### config.mk
export PLATFORM = sky130hd
export DESIGN_NAME = ram_fifo_ctrl
export DESIGN_NICKNAME = d
export VERILOG_FILES = /design/src/rtl/ram_fifo_ctrl.sv
export SDC_FILE = /design/constraint.sdc
export NUM_CORES = 1
export LEC_CHECK = 0
export ABC_AREA = 1
export ABC_CLOCK_PERIOD_IN_PS = 2550
export CAP_MARGIN = 10
export CORE_UTILIZATION = 58
export DETAILED_ROUTE_END_ITERATION = 12
export DONT_BUFFER_PORTS = 1
export GPL_TIMING_DRIVEN = 1
export PLACE_DENSITY = 0.83
export SLEW_MARGIN = 20
export SYNTH_ARGS = -nofsm -noshare
export SYNTH_HDL_FRONTEND = slang
export SYNTH_SLANG_ARGS = --single-unit
### constraint.sdc
create_clock -name clk_i -period 2.55 [get_ports clk_i]
set_input_delay 0.3825 -clock clk_i [delete_from_list [all_inputs] [get_ports clk_i]]
set_output_delay 0.3825 -clock clk_i [all_outputs]
set_load 0.02 [all_outputs]
### src/rtl/ram_fifo_ctrl.sv
// ram_fifo_ctrl: FIFO controller backed by a single-port synchronous RAM.
// One RAM operation per cycle. A prefetch read always wins over a push.
// A 2-entry output buffer hides the RAM's 1-cycle read latency from the consumer.
module ram_fifo_ctrl #(
    parameter int ADDR_BITS = 12,
    parameter int DATA_BITS = 16
) (
    input  logic                 clk_i,
    input  logic                 rst_ni,
    input  logic                 in_valid_i,
    output logic                 in_ready_o,
    input  logic [DATA_BITS-1:0] in_data_i,
    output logic                 out_valid_o,
    input  logic                 out_ready_i,
    output logic [DATA_BITS-1:0] out_data_o,
    output logic [ADDR_BITS+1:0] count_o,
    output logic                 ram_rden_o,
    output logic                 ram_wren_o,
    output logic [ADDR_BITS-1:0] ram_addr_o,
    output logic [DATA_BITS-1:0] ram_wdata_o,
    input  logic [DATA_BITS-1:0] ram_rdata_i
);
    localparam int DEPTH = 1 << ADDR_BITS;
    localparam logic [ADDR_BITS:0]   MEM_FULL = (ADDR_BITS+1)'(DEPTH);
    localparam logic [ADDR_BITS:0]   CNT_ONE  = (ADDR_BITS+1)'(1);
    localparam logic [ADDR_BITS-1:0] PTR_ONE  = ADDR_BITS'(1);

    logic [ADDR_BITS-1:0] wr_ptr_q, wr_ptr_d;
    logic [ADDR_BITS-1:0] rd_ptr_q, rd_ptr_d;
    logic [ADDR_BITS:0]   mem_cnt_q, mem_cnt_d;
    logic                 rd_pend_q;
    logic [DATA_BITS-1:0] ob0_q, ob0_d;
    logic [DATA_BITS-1:0] ob1_q, ob1_d;
    logic [1:0]           ob_cnt_q, ob_cnt_d;
    // Holds IN_READY low while reset is asserted and for the first cycle after release.
    logic                 en_q;

    logic [2:0] occ;
    logic       rd_issue;
    logic       push;
    logic       pop;

    // Arbitration and handshakes, from registered state plus the push/pop inputs.
    always_comb begin
        occ         = {1'b0, ob_cnt_q} + {2'b00, rd_pend_q};
        rd_issue    = (mem_cnt_q != '0) && (occ < 3'd2);
        in_ready_o  = en_q && !rd_issue && (mem_cnt_q != MEM_FULL);
        out_valid_o = (ob_cnt_q != 2'd0);
        out_data_o  = ob0_q;
        push        = in_valid_i && in_ready_o;
        pop         = out_valid_o && out_ready_i;
        ram_rden_o  = rd_issue;
        ram_wren_o  = push;
        ram_addr_o  = rd_issue ? rd_ptr_q : wr_ptr_q;
        ram_wdata_o = in_data_i;
        count_o     = {1'b0, mem_cnt_q}
                    + {{(ADDR_BITS+1){1'b0}}, rd_pend_q}
                    + {{ADDR_BITS{1'b0}}, ob_cnt_q};
    end

    // Next-state for pointers, RAM occupancy and the output buffer.
    always_comb begin
        wr_ptr_d  = wr_ptr_q;
        rd_ptr_d  = rd_ptr_q;
        mem_cnt_d = mem_cnt_q;
        ob0_d     = ob0_q;
        ob1_d     = ob1_q;
        ob_cnt_d  = ob_cnt_q;

        if (push) begin
            wr_ptr_d  = wr_ptr_q + PTR_ONE;
            mem_cnt_d = mem_cnt_q + CNT_ONE;
        end else if (rd_issue) begin
            rd_ptr_d  = rd_ptr_q + PTR_ONE;
            mem_cnt_d = mem_cnt_q - CNT_ONE;
        end

        // Pop frees the head before the returning read word is appended.
        if (pop) begin
            ob0_d    = ob1_q;
            ob_cnt_d = ob_cnt_q - 2'd1;
        end
        if (rd_pend_q) begin
            if (ob_cnt_d == 2'd0) ob0_d = ram_rdata_i;
            else                  ob1_d = ram_rdata_i;
            ob_cnt_d = ob_cnt_d + 2'd1;
        end
    end

    // State registers; reset drops any read in flight so stale RAM data is never captured.
    always_ff @(posedge clk_i or negedge rst_ni) begin
        if (!rst_ni) begin
            wr_ptr_q  <= '0;
            rd_ptr_q  <= '0;
            mem_cnt_q <= '0;
            rd_pend_q <= 1'b0;
            ob0_q     <= '0;
            ob1_q     <= '0;
            ob_cnt_q  <= 2'd0;
            en_q      <= 1'b0;
        end else begin
            wr_ptr_q  <= wr_ptr_d;
            rd_ptr_q  <= rd_ptr_d;
            mem_cnt_q <= mem_cnt_d;
            rd_pend_q <= rd_issue;
            ob0_q     <= ob0_d;
            ob1_q     <= ob1_d;
            ob_cnt_q  <= ob_cnt_d;
            en_q      <= 1'b1;
        end
    end
endmodule

### Word-level counts from Yosys, hierarchy flattened

Cells that the tools add are included.

* bits in registers: 73
* bits of input ports: 36
* output and inout port bits: 62
* word-level logic and storage cells: 41

* add/subtract/negate cells: 9
* magnitude comparators: 1
* eq/ne operators: 1
* multiplexer cells: 8
* bitwise logic cells: 2
* reductions and logical operators: 12

Operator list (number)
* $mux 16: 3
* $mux 13: 2
* $add 12x1->12 const B: 2
* $add 13x1->14: 1
* $add 14x2->14: 1
* $add 13x1->13 const B: 1
* $ne 13x13->1 const B: 1
* $reduce_bool 13->1: 1
* $sub 13x1->13 const B: 1
* $mux 12: 1
* $logic_and 1x1->1: 5
* $mux 2: 2
* $reduce_and 2->1: 2
* $reduce_bool 2->1: 2
* $add 2x1->3: 1
* $lt 3x2->1 const B: 1
* $add 2x1->2 const B: 1
* $logic_not 2->1: 1
* $not 1->1: 2
* $sub 2x1->2 const B: 1
* $logic_not 1->1: 1

### Logic depth before layout (Yosys ltp)

Gate-level depths: netlist (run 1).

* word-level depth: 9
* mapped depth: 19
* mapped depth without buffers: 17

### Worst setup path after synthesis (run 1)

Ideal clock, no wire load.

* path type: register -> output
* start point: register mem_cnt_q[0]
* end point: output count_o[10]
* arrival time: 2.075 ns
* required time: 2.168 ns
* setup slack: 0.092 ns
* stages on the path, launching flop included: 10
* buffers on the path: 0
* cell sequence: dfrtp_1 inv_1 fa_1 inv_1 fa_1 nand3_1 nor2_1 nand4_1 nor3_1 xor2_1

* word-level cells in the longest chain between the ends: 2

Ends and longest elaborated chain
* start: declaration: line 30 `logic [ADDR_BITS:0] mem_cnt_q, mem_cnt_d;`
* start signal: assignment: line 104 `mem_cnt_q <= mem_cnt_d;`
* $add 13x1->14: line 57 `+ {{(ADDR_BITS+1){1'b0}}, rd_pend_q}`
* $add 14x2->14: line 58 `+ {{ADDR_BITS{1'b0}}, ob_cnt_q};`
* end: declaration: line 16 `output logic [ADDR_BITS+1:0] count_o,`

Every way passes these cells.

### Final worst setup path (run 1)

* start point: register rd_pend_q
* end point: output count_o[10]

* word-level cells in the longest chain between the ends: 2

Ends and longest elaborated chain
* start: declaration: line 31 `logic rd_pend_q;`
* start signal: assignment: line 105 `rd_pend_q <= rd_issue;`
* $add 13x1->14: line 57
* $add 14x2->14: line 58

Every way passes these cells.

==> metrics.md, run 1 <==
| Metric | Value |
|---|---|
| Status | `finished with violations` |
| Failing checks | `setup timing` |
| Initial Util | `60.6%` |
| Finished Cell Area | `5440 sq um` |
| Synth top area share | `41.4%` |
| WL final | `11500 microns` |
| Gr usage total | `around 26%` |
| Wire per inst | `between 15 and 20 microns` |
| Post-layout util | `74.6%` |
| Skew-Pair Late Insertion Delay | `350 ps` |
| Req. time, crit path | `2170 ps` |
| Post-synth top area cell | `dfrtp_1` |
| Global-route layer with the greatest usage | `met2` |
| Die Area | `7970 sq um` |
| Syn Area/Cell | `7.78 sq um` |
| Worst path top cell family by delay | `simple AND/OR/NAND/NOR gates` |
| Clk sinks | `73` |
| # IOs | `slightly below 100` |
| Synth top area cells | `dfrtp_1, nand2_1, xor2_1` |
| Setup Skew | `10.9 ps` |
| Die extent in y | `about 89 microns` |
| EDFF count, synth | `0` |
| Vias in the first global route | `3611` |
| Core Rows | `31` |
| #FFs+latches synth | `73` |
| Final HPWL from detailed placement | `between 6000 and 7000 microns` |
| CP startpoint | `rd_pend_q$_DFF_PN0_` |
| Slew @ Worst Pin | `~500 ps` |
| Async S/R FF share, synth | `100%` |
| Worst Path Arrival | `~2500 ps` |
| Top cell by count, worst path | `fa_2` |
| Post-synthesis cell type count | `30` |
| Nets | `674` |
| Hold Fails Final Rpt | `0` |
| First-pass GRT wire length | `about 16000 microns` |
| Synthesized Nets | `623` |
| Post-Syn Area | `between 4000 and 5000 sq um` |
| Clock buffer depth | `2` |
| Met2 Use GR | `42.3%` |
| GR Util met3 | `about 6.7%` |
| Post-Synthesis Cells | `568` |
| Maxcap violations | `0` |
| Vias/cell | `approximately 5.7` |
| Top cells by count, synth | `nand2_1, dfrtp_1, inv_1, nor2_1, o21ai_0` |
| TritonCTS Buffers | `9` |
| Critical Path, Cell by Cell | `inv_1 > fa_2 > inv_2 > fa_2 > nand3_4 > nor2_4 > nand4_1 > nor3_2 > xor2_1 > buf_4` |
| Worst min path class | `in2reg` |
| Max IR drop VDD | `between 0.8 and 0.9 mV` |
| Placement-stage cell area | `4680 sq um` |
| 1st-pass router iterations | `5` |
| Root Driver | `clkbuf_8` |
| Max incr delay on CP | `~380 ps` |
| Worst R2R Start | `mem_cnt_q[0]$_DFFE_PN0P_` |
| Power, Total | `8.40 mW` |
| Ant. Diodes | `0` |
| DP Cell Count | `682` |
| Largest net degree at the start of global routing | `74` |
| DRT iter0 DRCs | `289` |
| Post-DRT Antenna Nets | `0` |
| Max-slew headroom | `66.5%` |
| Pwr Density | `1540 nW/um^2` |
| Cell Count, Final, Fillers Out | `between 700 and 800` |
| Layout cells sized above 1 | `23.4%` |
| CP max FO | `3` |
| Final slew viol count | `0` |
| CP startpoint kind | `flop` |
| DP Worst Slack | `-28.8 ps` |
| Max frequency | `around 0.34 GHz` |
| RSZ-0062 raised after global routing | `true` |
| Post-layout min period | `2900 ps` |
| Initial antenna violation count | `0` |
| Die Wd | `89.3 microns` |
| Yosys warnings | `0` |
| Final worst slack | `-352 ps` |
| Final GP Congestion | `between 0.9 and 1` |
| Fin crit share | `114%` |
| I/O Buffers | `0` |
| H-Tree Depth | `3` |
| P_leak | `2.55 nW` |
| Area growth syn-to-layout | `23.2%` |
| Overflow after GRT | `0` |
| R2R setup slack | `-100 ps` |
| CP Capture Type | `output port` |
| Top-count cell post-synth | `nand2_1` |
| CP max stage cell | `fa_2` |
| CTS tree | `built` |
| CP Class | `reg2out` |
| GR Util met1 | `33.2%` |
| DR vias | `roughly 4000` |
| CORE AREA | `7290 sq um` |
| Register area share after synthesis | `41.4%` |
| CTS clk-pin slew, worst paths | `about 80 ps` |
| Critical path buffer and inverter count | `3` |
| DRC viols | `0` |
| Dominant synthesized flop cell | `dfrtp_1` |
| Setup Viol. Count Final | `17` |
| Critical hold path startpoint | `ram_rdata_i[7]` |
## sequential cells by signal, summed over array words and instances (netlist names)
signal	count
ob1_q	16
rd_pend_q	1
wr_ptr_q	12
rd_ptr_q	12
ob_cnt_q	2
out_data_o	16
en_q	1
mem_cnt_q	13
## cell families (layout without fill, tap and decap cells)
family | Yosys count | count (layout) | share of synthesized area [%]
adder cells (fa/ha/maj) | 19 | 19 | 5.89
AND/OR/NAND/NOR | 249 | 250 | 23.3
multiplexers | 5 | 5 | 1.27
buffers and inverters | 97 | 152 | 10.3
flip-flops | 73 | 73 | 41.4
XOR/XNOR | 38 | 38 | 7.54
other | 1 | 1 | 0.0849
AO/OA/AOI/OAI | 86 | 86 | 10.3
## per-layer routing
layer / wire length, microns / share of wire [%]
met3: 831 / 7.2
met1: 4650 / 40
met2: 5650 / 49
met5: 0 / 0
met4: 398 / 3.5
## path summary, 6_finish.rpt
kind                                              to  depth (start not counted)
min in group asynchronous   mem_cnt_q[7]$_DFFE_PN0P_                          2
max in group asynchronous    out_data_o[3]$_DFF_PN0_                          2
min reg2reg                     ob1_q[4]$_DFFE_PN0P_                          2
min                             ob1_q[7]$_DFFE_PN0P_                          1
max reg2reg                mem_cnt_q[10]$_DFFE_PN0P_                         15
max                                      count_o[10]                         10
## placed cells by master (no fill, tap or decap), types with 5 or more instances in the layout
| cell type | count |
|---|---|
| a31oi_1 | 6 |
| buf_4 | 61 |
| buf_6 | 6 |
| clkbuf_8 | 9 |
| dfrtp_1 | 73 |
| ha_1 | 8 |
| ha_4 | 5 |
| inv_1 | 58 |
| inv_2 | 6 |
| mux2_2 | 5 |
| nand2_1 | 136 |
| nand2_2 | 7 |
| nand3_1 | 23 |
| nand4_1 | 6 |
| nor2_1 | 48 |
| nor3_1 | 10 |
| o21ai_0 | 51 |
| o21ai_1 | 7 |
| o22ai_1 | 11 |
| xnor2_1 | 5 |
| xor2_1 | 30 |
## power breakdown
part / internal (mW) / leakage [nW] / switching (mW)
Combinational: 2.01 / 1.54 / 3.17
Sequential: 1.68 / 0.904 / 0.520
Clock: 0.561 / 0.110 / 0.466
## per-stage QoR
stage          TNS (ps)  hold slack [ps]
3_3_place_gp          0             88.9
6_report          -2800              175
4_1_cts           -1220              154
2_1_floorplan         0             86.9
5_1_grt           -5280              157
3_5_place_dp      -28.8             88.4
## cell type report
cell class              instances  area, sq um
multi-input cells             399         2430
fillers                       510         1850
flip-flops and latches         73         1830
repair buffers                 70          583
inverters                      66          253
clock buffers                   9          124
well taps                      99          124
clock inverters                 7          103
## timing repair
item                                    4_1_cts  5_1_grt
endpoints found under the setup margin       11       24
hold endpoints to repair                     73        0
resized for setup                            14       58
hold buffers                                  2        0
cloned                                        0        1
pin swaps                                    10       24
setup buffers                                10       14
Power figures use the tool's default switching activity.
==> run 2: changes to the inputs <==
--- a/config.mk
+++ b/config.mk
@@ -8,11 +8,11 @@
 export ABC_AREA = 1
 export ABC_CLOCK_PERIOD_IN_PS = 2550
 export CAP_MARGIN = 10
-export CORE_UTILIZATION = 58
+export CORE_UTILIZATION = 46
+export CTS_CLUSTER_DIAMETER = 30
 export DETAILED_ROUTE_END_ITERATION = 12
-export DONT_BUFFER_PORTS = 1
 export GPL_TIMING_DRIVEN = 1
-export PLACE_DENSITY = 0.83
+export PLACE_DENSITY = 0.84
 export SLEW_MARGIN = 20
 export SYNTH_ARGS = -nofsm -noshare
 export SYNTH_HDL_FRONTEND = slang
==> metrics.md, run 2 (same netlist as run 1, synthesis figures left out) <==
| Metric | Value |
|---|---|
| CTS clk-pin slew, worst paths | `80 ps` |
| Vias in the first global route | `4015` |
| Nets | `slightly above 700` |
| Setup TNS | `-1090 ps` |
| Max-slew headroom | `49.6%` |
| Clock buffer depth | `2` |
| Hold Fails Final Rpt | `0` |
| WL final | `10900 microns` |
| Post-DRT Antenna Nets | `0` |
| CTS Hold Buffers Added | `0` |
| Req. time, crit path | `2170 ps` |
| CP Capture Type | `output port` |
| Ant. Diodes | `0` |
| 1st-pass router iterations | `7` |
| CP startpoint kind | `flop` |
| Pwr Density | `1460 nW/um^2` |
| TritonCTS Buffers | `9` |
| Max IR drop VDD | `0.652 mV` |
| Gr usage total | `22.7%` |
| Area growth syn-to-layout | `29.5%` |
| CORE AREA | `9280 sq um` |
| Final GP Congestion | `0.935` |
| Finished Cell Area | `5720 sq um` |
| Worst R2R Path Depth | `15` |
| Post-layout util | `61.6%` |
| Die extent in y | `approximately 100 microns` |
| Placement-stage cell area | `5320 sq um` |
| DRT iter0 DRCs | `182` |
| Max frequency | `0.362 GHz` |
| Fill cells | `776` |
| Final slew viol count | `0` |
| Initial Util | `47.6%` |
| Maxcap violations | `0` |
| H-Tree Depth | `3` |
| Setup Skew | `7.36 ps` |
| Worst Path Arrival | `2380 ps` |
| Commonest cells after routing, fill and taps aside | `nand2_1, dfrtp_1, inv_1, buf_4, nor2_1` |
| Most common cell after layout, fill and taps aside | `nand2_1` |
| Core Rows | `35` |
| DR vias | `4148` |
| DP Worst Slack | `-417 ps` |
| Final worst slack | `-213 ps` |
| Final HPWL from detailed placement | `around 7700 microns` |
| # IOs | `98` |
| Worst R2R Start | `mem_cnt_q[0]$_DFFE_PN0P_` |
| Clk sinks | `73` |
| First-pass GRT wire length | `between 15000 and 20000 microns` |
| Status | `finished with violations` |
| Overflow after GRT | `0` |
| I/O Buffers | `between 60 and 70` |
| Die Wd | `100 microns` |
| Root Driver | `clkbuf_8` |
| DRC viols | `0` |
| Die Area | `10000 sq um` |
| Layout cells sized above 1 | `just over 20%` |
| Slew @ Worst Pin | `757 ps` |
| R2R setup slack | `-20 ps` |
| Skew-Pair Late Insertion Delay | `350 ps` |
| Wire per inst | `13.6 microns` |
| CP max FO | `3` |
| Largest net degree at the start of global routing | `42` |
| P_leak | `between 2 and 3 nW` |
| Fin crit share | `108%` |
| Failing checks | `setup timing` |
| Worst min path class | `in2async` |
| Vias/cell | `around 5.2` |
| RSZ-0062 raised after global routing | `true` |
| Initial antenna violation count | `0` |
| R2R Path End | `mem_cnt_q[4]$_DFFE_PN0P_` |
| Setup Viol. Count Final | `10` |
| CTS tree | `built` |
| CP Class | `reg2out` |
| Post-layout min period | `2760 ps` |
[run 2: report_power, final]
group          internal [mW]  total [mW]  switching [mW]
registers               1.68        2.04           0.353
logic                   2.32        5.41            3.09
clock network          0.449       0.894           0.445
total                   4.45        8.34            3.88
[run 2: timing repair]
action / 4_1_cts / 5_1_grt
resized for setup: 102 / 61
setup endpoints to repair: 31 / 37
pin swaps: 12 / 13
buffers inserted: 12 / 5
[run 2: worst max-delay path, cell delays in order, from the launching register on]
cell and delay, ps:
dfrtp_1 360, inv_1 80, fa_2 360, inv_2 80, fa_2 230, nand3_2 90, nor2_2 130, nand4_1 190
nor3_2 180, xor2_1 180, buf_4 160
[run 2: layout make-up]
class / count / area, sq um / share of cell area [%]
clock buffers: 9 / 124 / 2.16
clock inverters: 7 / 71.3 / 1.25
inverters: 66 / 250 / 4.37
multi-input cells: 398 / 2280 / 39.8
flip-flops and latches: 73 / 1830 / 31.9
well taps: 129 / 161 / 2.82
repair buffers: 118 / 1010 / 17.6
[run 2: metrics by stage]
step	total power [mW]	hold slack, ps	std cells
2_1_floorplan	5.17	86.9	568
3_3_place_gp	6.81	468	769
3_5_place_dp	7.02	481	769
4_1_cts	8.02	115	796
5_1_grt	9.03	141	800
6_report	8.34	104	800
[run 2: routing by layer]
layer	up-vias	GRT usage [%]	share of wire, %
met2	154	38.9	49
met5	-	0	0
met4	0	7.58	2.4
li1	1998	-	-
met3	33	6.13	6.3
met1	1963	27.9	42
[run 2: worst max-delay path by stage]
stage               slack, ps                     start  cells after the start           to
global route             -430       rd_pend_q$_DFF_PN0_                     10  count_o[10]
detailed placement       -420  mem_cnt_q[0]$_DFFE_PN0P_                     10  count_o[10]
CTS                      -300  mem_cnt_q[0]$_DFFE_PN0P_                     10  count_o[10]
floorplan                  90  mem_cnt_q[0]$_DFFE_PN0P_                      9  count_o[10]
finish                   -210       rd_pend_q$_DFF_PN0_                     10  count_o[10]
global placement         -350  mem_cnt_q[0]$_DFFE_PN0P_                     10  count_o[10]
==> run 3: changes to the inputs <==
--- a/config.mk
+++ b/config.mk
@@ -13,6 +13,7 @@
 export DETAILED_ROUTE_END_ITERATION = 12
 export GPL_TIMING_DRIVEN = 1
 export PLACE_DENSITY = 0.84
+export SETUP_SLACK_MARGIN = 0.15
 export SLEW_MARGIN = 20
 export SYNTH_ARGS = -nofsm -noshare
 export SYNTH_HDL_FRONTEND = slang
==> metrics.md, run 3 (same netlist as run 1, synthesis figures left out) <==
| Metric | Value |
|---|---|
| Post-layout min period | `roughly 2800 ps` |
| Maxcap violations | `0` |
| CORE AREA | `9280 sq um` |
| Max incr delay on CP | `390 ps` |
| CP startpoint kind | `flop` |
| Wire per inst | `15.6 microns` |
| Clock share of power | `10.5%` |
| Pwr Density | `1530 nW/um^2` |
| Largest net degree at the start of global routing | `74` |
| Die Area | `10000 sq um` |
| Final GP Congestion | `0.852` |
| # IOs | `98` |
| Power, Total | `9.49 mW` |
| Initial Util | `47.6%` |
| Most common cell after layout, fill and taps aside | `nand2_1` |
| RSZ-0062 raised after global routing | `true` |
| Sw frac | `47.0%` |
| Post-DRT Antenna Nets | `0` |
| TritonCTS Buffers | `9` |
| Worst min path class | `in2async` |
| Max frequency | `0.358 GHz` |
| Fraction of power consumed by combinational cells | `68.0%` |
| Hold Fails Final Rpt | `0` |
| WL final | `roughly 13000 microns` |
| Die extent in y | `100 microns` |
| Sequential share of power | `21.5%` |
| DRT iter0 DRCs | `268` |
| Gr usage total | `between 20% and 30%` |
| H-Tree Depth | `3` |
| Die Wd | `~100 microns` |
| CTS clk-pin slew, worst paths | `80 ps` |
| 1st-pass router iterations | `5` |
| Setup Skew | `9.30 ps` |
| I/O Buffers | `65` |
| Req. time, crit path | `2170 ps` |
| Clk sinks | `73` |
| Ant. Diodes | `0` |
| First-pass GRT wire length | `18800 microns` |
| Cell-internal power | `5.03 mW` |
| Max IR drop VDD | `0.659 mV` |
| Final worst slack | `-243 ps` |
| Layout cells sized above 1 | `between 20% and 30%` |
| DP Cell Count | `770` |
| CP max FO | `3` |
| CTS Hold Buffers Added | `0` |
| Vias/cell | `approximately 5.2` |
| CP Capture Type | `output port` |
| Clock buffer depth | `2` |
| DR vias | `4274` |
| CP Class | `reg2out` |
| Skew-Pair Late Insertion Delay | `about 340 ps` |
| P_leak | `2.86 nW` |
| P_sw | `roughly 4.5 mW` |
| CTS tree | `built` |
| Worst Path Arrival | `2410 ps` |
| Failing checks | `setup timing` |
| DRC viols | `0` |
| Root Driver | `clkbuf_8` |
| Status | `finished with violations` |
| Final slew viol count | `0` |
| Cell Count, Final, Fillers Out | `816` |
| Final HPWL from detailed placement | `7570 microns` |
| Critical Path, Cell by Cell | `inv_2 > fa_2 > inv_2 > fa_2 > nand3_4 > nor2_4 > nand4_1 > nor2_1 > xor2_1 > buf_4` |
| CP max stage cell | `fa_2` |
| Initial antenna violation count | `0` |
| Setup Viol. Count Final | `17` |
| Core Rows | `35` |
| Area growth syn-to-layout | `40.7%` |
| Fin crit share | `110%` |
| Overflow after GRT | `0` |
| Vias in the first global route | `4058` |
| WHS | `54.4 ps` |
| Commonest cells after routing, fill and taps aside | `nand2_1, dfrtp_1, buf_4, inv_1, nor2_1` |
| Nets | `around 740` |
run 3: cell count changes in the layout (fill, tap and decap cells not counted), sizes merged, moves of 2 or more:
| cell | change |
|---|---|
| clkbuf | +2 |
| clkinvlp | -2 |
| dlygate4sd2 | -5 |
| buf | +15 |
| clkdlybuf4s15 | +3 |
run 3: path summary, 6_finish.rpt:
check / start / endpoint / slack, ps / cells after the start
max reg2reg: mem_cnt_q[0]$_DFFE_PN0P_ / mem_cnt_q[8]$_DFFE_PN0P_ / -40 / 17
min reg2reg: ob1_q[5]$_DFFE_PN0P_ / ob1_q[5]$_DFFE_PN0P_ / 490 / 2
max: ob_cnt_q[0]$_DFF_PN0_ / count_o[12] / -240 / 10
min: rst_ni / out_data_o[11]$_DFF_PN0_ / 50 / 2
min in group clk_i: ob1_q[5]$_DFFE_PN0P_ / ob1_q[5]$_DFFE_PN0P_ / 490 / 2
max in group asynchronous: rst_ni / mem_cnt_q[1]$_DFFE_PN0P_ / 2160 / 2
run 3: routing by layer:
metal	routed length (microns)	part of all wire [%]	global-route usage, %
met3	547	4.3	5.08
met1	5140	40	30.2
met5	0	0	0
met2	6570	52	40.1
met4	456	3.6	7.80
run 3: through the flow:
step / utilization [%] / cell area, sq um / TNS (ps) / setup slack [ps]
after floorplan: - / 4420 / 0 / 123
after global placement: 57.4 / 5330 / -1530 / -319
after detailed placement: 57.4 / 5330 / -2270 / -417
after CTS: 63.6 / 5900 / -1330 / -281
after global routing: 66.9 / 6210 / -4210 / -370
final: 66.9 / 6210 / -2130 / -243
run 3: layout make-up:
| cell class | instances | area, sq um |
|---|---|---|
| clock buffers | 9 | 124 |
| clock inverters | 7 | 95.1 |
| fillers | 705 | 3070 |
| inverters | 66 | 253 |
| multi-input cells | 399 | 2580 |
| flip-flops and latches | 73 | 1830 |
| well taps | 129 | 161 |
| repair buffers | 133 | 1170 |
run 3: worst max-delay path, delay by kind of cell, from the launching register on:
kind | cells | cell delay [ps]
adders and majority gates | 2 | 620
DFF | 1 | 370
buffers and inverters | 3 | 320
xor gates and xnor gates | 1 | 190
and+or+nand+nor | 4 | 560
run 3: repair_timing:
action	4_1_cts	5_1_grt
cloned	2	0
resized for setup	172	78
setup buffers	13	15
pin swaps	22	43
endpoints found under the setup margin	37	41
run 3: power by group through the flow:
stage	clock network [mW]	registers (mW)	logic, mW
floorplan	0	2.19	2.99
global route	1.07	2.10	6.97
CTS	1.01	2.02	5.49
detailed placement	0	2.03	4.95
finish	0.992	2.04	6.46
global placement	0	2.01	4.80
